[src/rtl/audio_pkg.sv]
// audio_pkg: shared types and constants for the stereo playback controller.
//   state_e    - playback sequencer states
//   SAMPLE_W   - DAC sample width
//   SILENCE    - excess-128 mid-scale code driven whenever playback is idle
//   apply_vol  - attenuates an excess-128 sample by an arithmetic right shift
package audio_pkg;

  localparam int SAMPLE_W = 8;
  localparam logic [SAMPLE_W-1:0] SILENCE = 8'h80;

  typedef enum logic [2:0] {
    ST_IDLE,
    ST_RD_L,
    ST_RD_R,
    ST_LATCH,
    ST_WAIT
  } state_e;

  // Re-centre on zero, shift (sign preserved), re-bias. The clamp keeps the
  // result inside the unsigned DAC range.
  function automatic logic [SAMPLE_W-1:0] apply_vol(input logic [SAMPLE_W-1:0] s,
                                                    input logic [2:0] vol);
    logic signed [8:0] d;
    logic signed [9:0] r;
    d = $signed({1'b0, s}) - 9'sd128;
    d = d >>> vol;
    r = $signed({d[8], d}) + 10'sd128;
    if (r < 10'sd0)        return 8'h00;
    else if (r > 10'sd255) return 8'hFF;
    else                   return r[7:0];
  endfunction

endpackage

[src/rtl/audio_prescaler.sv]
// audio_prescaler: sample-rate prescaler.
//   clk, Reset  - system clock, synchronous active-high reset
//   clr_i       - synchronous clear to 0 (wins over en_i)
//   en_i        - count enable
//   tick_o      - high while the count sits at CLK_DIV-1
module audio_prescaler #(
  parameter int CLK_DIV = 7000
) (
  input  logic clk,
  input  logic Reset,
  input  logic clr_i,
  input  logic en_i,
  output logic tick_o
);

  localparam int CNT_W = (CLK_DIV > 1) ? $clog2(CLK_DIV) : 1;
  localparam logic [CNT_W-1:0] TC = CNT_W'(CLK_DIV - 1);

  logic [CNT_W-1:0] cnt_q;

  always_ff @(posedge clk) begin
    if (Reset || clr_i) begin
      cnt_q <= '0;
    end else if (en_i) begin
      cnt_q <= (cnt_q == TC) ? '0 : cnt_q + CNT_W'(1);
    end
  end

  assign tick_o = (cnt_q == TC);

endmodule

[src/rtl/audio_playback_ctrl.sv]
// audio_playback_ctrl: stereo sample playback sequencer.
// Reads a left and a right sample per period from one shared memory port and
// publishes both to the DAC registers together with a one-cycle strobe.
//
// Optional build macro: AUDIO_VOLUME_EN adds vol_l_i / vol_r_i (3-bit shift
// attenuation applied as the pair is latched).
//
// Ports:
//   clk, Reset            - system clock, synchronous active-high reset
//   cmd_start_i/stop_i    - start / stop command pulses (stop wins)
//   cmd_loop_i, cmd_base_i, cmd_len_i - run setup, captured on accepted start
//   busy_o, done_o        - run active / non-loop run finished pulse
//   mem_rd_o, mem_addr_o, mem_data_i  - sample memory port, 1-cycle read latency
//   sample_l_o, sample_r_o, sample_strobe_o - DAC sample pair and update strobe
//
// state    | meaning
// IDLE     | outputs silent, waiting for a start with nonzero length
// RD_L     | left-bank read issued
// RD_R     | right-bank read issued, left data captured into shadow
// LATCH    | pair published, index advanced or run ended
// WAIT     | prescaler runs out the remainder of the sample period
module audio_playback_ctrl
  import audio_pkg::*;
#(
  parameter int CLK_DIV    = 7000,
  parameter int ADDR_W     = 12,
  parameter int STEREO_OFS = 2000
) (
  input  logic              clk,
  input  logic              Reset,
  input  logic              cmd_start_i,
  input  logic              cmd_stop_i,
  input  logic              cmd_loop_i,
  input  logic [ADDR_W-1:0] cmd_base_i,
  input  logic [ADDR_W-1:0] cmd_len_i,
`ifdef AUDIO_VOLUME_EN
  input  logic [2:0]        vol_l_i,
  input  logic [2:0]        vol_r_i,
`endif
  output logic              busy_o,
  output logic              done_o,
  output logic              mem_rd_o,
  output logic [ADDR_W-1:0] mem_addr_o,
  input  logic [7:0]        mem_data_i,
  output logic [7:0]        sample_l_o,
  output logic [7:0]        sample_r_o,
  output logic              sample_strobe_o
);

  localparam logic [ADDR_W-1:0] R_OFS = ADDR_W'(STEREO_OFS);

  state_e            state_q;
  logic [ADDR_W-1:0] base_q, len_q, idx_q, mem_addr_q;
  logic              loop_q, busy_q, done_q, mem_rd_q, strobe_q;
  logic [7:0]        shadow_q, sample_l_q, sample_r_q;
  logic [7:0]        sample_l_d, sample_r_d;
  logic              tick;

  // Prescaler is held at 0 in IDLE and restarted on each WAIT->RD_L, so it
  // reads 0 in RD_L and reaches CLK_DIV-1 exactly one period later.
  audio_prescaler #(.CLK_DIV(CLK_DIV)) u_presc (
    .clk    (clk),
    .Reset  (Reset),
    .clr_i  ((state_q == ST_IDLE) || ((state_q == ST_WAIT) && tick)),
    .en_i   (state_q != ST_IDLE),
    .tick_o (tick)
  );

  always_comb begin
`ifdef AUDIO_VOLUME_EN
    sample_l_d = apply_vol(shadow_q, vol_l_i);
    sample_r_d = apply_vol(mem_data_i, vol_r_i);
`else
    sample_l_d = shadow_q;
    sample_r_d = mem_data_i;
`endif
  end

  always_ff @(posedge clk) begin
    if (Reset) begin
      state_q    <= ST_IDLE;
      base_q     <= '0;
      len_q      <= '0;
      idx_q      <= '0;
      loop_q     <= 1'b0;
      busy_q     <= 1'b0;
      done_q     <= 1'b0;
      mem_rd_q   <= 1'b0;
      mem_addr_q <= '0;
      shadow_q   <= SILENCE;
      sample_l_q <= SILENCE;
      sample_r_q <= SILENCE;
      strobe_q   <= 1'b0;
    end else begin
      done_q   <= 1'b0;
      strobe_q <= 1'b0;
      if (cmd_stop_i && (state_q != ST_IDLE)) begin
        // Abort: any read in flight is simply never consumed.
        state_q    <= ST_IDLE;
        busy_q     <= 1'b0;
        mem_rd_q   <= 1'b0;
        mem_addr_q <= '0;
        sample_l_q <= SILENCE;
        sample_r_q <= SILENCE;
      end else begin
        case (state_q)
          ST_IDLE: begin
            // The final pair of a run is shown for its one strobe cycle and
            // then returns to silence here.
            sample_l_q <= SILENCE;
            sample_r_q <= SILENCE;
            mem_rd_q   <= 1'b0;
            if (cmd_start_i && !cmd_stop_i && (cmd_len_i != '0)) begin
              base_q     <= cmd_base_i;
              len_q      <= cmd_len_i;
              loop_q     <= cmd_loop_i;
              idx_q      <= '0;
              busy_q     <= 1'b1;
              mem_rd_q   <= 1'b1;
              mem_addr_q <= cmd_base_i;
              state_q    <= ST_RD_L;
            end
          end
          ST_RD_L: begin
            mem_rd_q   <= 1'b1;
            mem_addr_q <= base_q + R_OFS + idx_q;
            state_q    <= ST_RD_R;
          end
          ST_RD_R: begin
            shadow_q <= mem_data_i;
            mem_rd_q <= 1'b0;
            state_q  <= ST_LATCH;
          end
          ST_LATCH: begin
            sample_l_q <= sample_l_d;
            sample_r_q <= sample_r_d;
            strobe_q   <= 1'b1;
            if (idx_q == len_q - ADDR_W'(1)) begin
              if (loop_q) begin
                idx_q   <= '0;
                state_q <= ST_WAIT;
              end else begin
                done_q  <= 1'b1;
                busy_q  <= 1'b0;
                state_q <= ST_IDLE;
              end
            end else begin
              idx_q   <= idx_q + ADDR_W'(1);
              state_q <= ST_WAIT;
            end
          end
          ST_WAIT: begin
            if (tick) begin
              mem_rd_q   <= 1'b1;
              mem_addr_q <= base_q + idx_q;
              state_q    <= ST_RD_L;
            end
          end
          default: state_q <= ST_IDLE;
        endcase
      end
    end
  end

  assign busy_o          = busy_q;
  assign done_o          = done_q;
  assign mem_rd_o        = mem_rd_q;
  assign mem_addr_o      = mem_addr_q;
  assign sample_l_o      = sample_l_q;
  assign sample_r_o      = sample_r_q;
  assign sample_strobe_o = strobe_q;

endmodule

[config.mk]
export PLATFORM = sky130hd
export DESIGN_NAME = audio_playback_ctrl
export DESIGN_NICKNAME = d
export VERILOG_FILES = /design/src/rtl/audio_pkg.sv /design/src/rtl/audio_prescaler.sv /design/src/rtl/audio_playback_ctrl.sv
export SDC_FILE = /design/constraint.sdc
export NUM_CORES = 1
export LEC_CHECK = 0
export ABC_AREA = 1
export BUFFER_PORTS_ARGS = -buffer_cell sky130_fd_sc_hd__buf_2
export CAP_MARGIN = 15
export CORE_MARGIN = 8
export CORE_UTILIZATION = 39
export DETAILED_ROUTE_END_ITERATION = 8
export GPL_ROUTABILITY_DRIVEN = 0
export RECOVER_POWER = 100
export SYNTH_ARGS = -nofsm -noshare
export SYNTH_HDL_FRONTEND = slang
export SYNTH_SLANG_ARGS = --single-unit
[constraint.sdc]
create_clock -name clk -period 2.4 [get_ports clk]
set_input_delay 0.12 -clock clk [delete_from_list [all_inputs] [get_ports clk]]
set_output_delay 0.12 -clock clk [all_outputs]
set_load 0.005 [all_outputs]
==> impl_results.md <==
* Slowest CP cell: fa_2
* Initial antenna violation count at 0
* Crit path cell chain: ha_1 -> ha_2 -> inv_1 -> fa_2 -> o31ai_2 -> a21oi_1 -> o21ai_0 -> nand2_1 -> a211oi_1 -> nor2_1
* CTS sink cnt at just over 90
* F_max at approximately 0.44 GHz
* Final net count at 976
* CP arrival at 2530 ps
* Hpwl dp at 12500 um
* Vias in the first global route at slightly above 5k
* Die ar. at 18700 um^2
* Met3 WL at just under 800 um
* Max transition margin at 33.1%
* Min Tclk post-route at between 2000 and 2500 ps
* Clock tree buffer depth at 2
* Actual slew at the worst max-slew pin at 1000 ps
* Worst Setup Path Type: reg -> reg
* Ys async rst share at 0%
* Required time worst endpoint at 2640 ps
* Max VDD drop at 0.532 mV
* Worst path bufs/invs at 1
* Core area at 14400 um^2
* Max-cap violation count at 0
* GR Util All Layers at 17.5%
* Vias at 5459
* Worst path top cell family by delay: adder cells
* Met1 wire length at 7760 um
* Post-Syn Area at 5690 um^2
* Yosys top cell area share at between 30% and 40%
* Leading area contributor after synthesis: dfxtp_1
* Met2 Wirelength at 7140 um
* Number of synthesized flops with an enable pin at 0
* Grt total ovfl at 0
* Insertion delay to the later sink of the worst-skew pair at 350 ps
* Startpoint Class: register
* Total power at 6330 uW
* Worst Setup End Kind: register
* Run status: finished, final reports clean
* Multi-input gate area at 3360 um^2
* Post-Synthesis Cells at 800
* Reg area at 1860 um^2
* Wirelength per Cell at 14.6 um
* Ant diodes at 0
* Worst Hold Class: in -> reg
* Slowest stage delay, CP at 380 ps
* DRC viols at 0
* Syn_nets at 873
* Final period utilization at a little over nine tenths
* Pwr dens at slightly above 900 nW/um^2
* Vias/cell at 5.00
* DR top layer: met4
* Synthesized flop and latch total at 93
* Fin. max-slew vios at 0
* H-tree depth at 3
* Die Y at 137 um
* Largest fanout on the critical path at 5
* Setup WS post-layout at 108 ps
* Sequential fraction of the synthesis area at 32.7%
* 1st-iter DRT viols at 395
* Initial Util at 39.6%
* I/O Buffers at between 60 and 70
* Row count at between 40 and 50
* Area grow syn2layout at 20.0%
* I/O pin count at 69
* DRT Pass-1 Iters at 5
* Final wirelength at 15900 um
* Fillers at 1461
* Clk slew on worst S/H paths at approximately 70 ps
* YS warnings at 0
* Final Skew at between 5 and 6 ps
* Pre-CTS setup slack at 75.7 ps
* Share of layout cells above drive strength 1 at approximately 17%
* Largest net degree at the start of global routing at 38
* Detail Route Antenna Nets at 0
* Synth area leaders: dfxtp_1 33%, nand2_1 8.6%, a21oi_1 7.0%, inv_1 7.0%, ha_1 6.6%
* CTS tree: done
* Die width at ~140 um
* Syn avg cell area at 7.11 um^2
* Hold Slack at 6.99 ps
* First-pass GRT wire length at 26100 um
* Primary FF master, synth: dfxtp_1
* Synth cell types at 43
* Number of buffers created by CTS at 9
* RSZ-0062 raised after global routing: true
* CTS root buf: clkbuf_16
* Hold Violations, Final at 0
* Leak Pwr at 0.00292 uW
* Setup violations, final at 0
## registers in the layout, summed over array words and instances (netlist names)
register	cells
idx_q	12
state_q	3
loop_q	1
done_o	1
busy_o	1
sample_r_o	8
u_presc.cnt_q	13
sample_l_o	8
len_q	12
sample_strobe_o	1
mem_addr_o	12
sample_l_d	8
base_q	12
mem_rd_o	1
## cells in the final DEF, fill, tap and decap left out, types with 11 or more instances in the layout
master,netlist,final
nand4_1,11,11
nand2_1,131,131
buf_2,3,42
ha_1,30,28
inv_1,106,105
nor2_1,78,80
o21ai_1,8,11
clkbuf_1,11,25
buf_4,3,38
o21ai_0,67,64
xor2_1,19,19
dfxtp_1,93,92
a21oi_1,80,76
nand3_1,52,52
## report_power, final
group | internal [uW] | switching [uW]
sequential | 1780 | 157
combinational | 1060 | 1930
clock | 770 | 632
total | 3610 | 2720
## timing repair
action	in CTS	in global routing
buffers inserted	0	2
hold buffers	3	0
endpoints found under the setup margin	0	8
gates resized for setup	0	21
endpoints found under the hold margin	3	0
## layer usage
metal | vias up | global-route usage [%]
met2 | 126 | 27.3
met1 | 2467 | 24.0
met5 | - | 0
met3 | 16 | 3.63
met4 | 0 | 4.47
li1 | 2850 | -
## through the flow
stage                     instances  instance area, um^2  util, %  setup TNS (ps)
final                          1092                 6830     47.5               0
after floorplan                 800                 5690        -               0
after detailed placement       1071                 6470     45.0               0
after global placement         1071                 6470     45.0               0
after CTS                      1090                 6790     47.3               0
after global routing           1092                 6830     47.5           -33.5
## kinds of logic after synthesis
| kind of cell | Yosys count | synth area share (%) |
|---|---|---|
| and+or+nand+nor | 326 | 27.5 |
| adders and majority gates | 36 | 8.71 |
| DFF | 93 | 32.7 |
| buffers and inverters | 134 | 9.10 |
| AOI/OAI and AO/OA | 185 | 17.9 |
| xor gates and xnor gates | 25 | 3.85 |
| muxes | 1 | 0.176 |
## worst reg2reg max path: stages, from the launching register on
cell and delay [ps]:
dfxtp_2 360, ha_1 310, ha_2 220, inv_1 90
fa_2 380, o31ai_2 300, a21oi_1 90, o21ai_0 80
nand2_1 70, a211oi_1 230, nor2_1 60
## cell usage after synthesis, drive strengths merged, types with 2 or more instances
cell / instances
nand2: 137
inv: 115
dfxtp: 93
nor2: 91
a21oi: 80
o21ai: 75
nand3: 56
ha: 30
xor2: 19
nor3: 16
nand4: 14
clkbuf: 11
o21bai: 8
a22o: 7
buf: 7
fa: 6
nor4: 6
o211ai: 6
xnor2: 6
a211oi: 3
a31oi: 3
nor3b: 3
o31ai: 2
## final cells by class
type	instances	area share (%)
Sequential cell	93	27.3
Timing Repair Buffer	110	9.42
Clock inverter	5	0.623
Clock buffer	11	3.70
Multi-Input combinational cell	573	49.2
Inverter	116	6.38
Tap cell	184	3.37
## path summary, 6_finish.rpt
| path | start | end | slack [ps] | depth (start not counted) |
|---|---|---|---|---|
| setup / recovery | idx_q[1] | mem_addr_o[5] | 110 | 10 |
| hold / removal | mem_data_i[7] | sample_l_d[7] | 7 | 3 |
| setup reg to reg | idx_q[1] | mem_addr_o[5] | 110 | 10 |
| hold reg to reg | sample_l_d[1] | sample_l_d[1] | 450 | 2 |
Power figures use the tool's default switching activity.
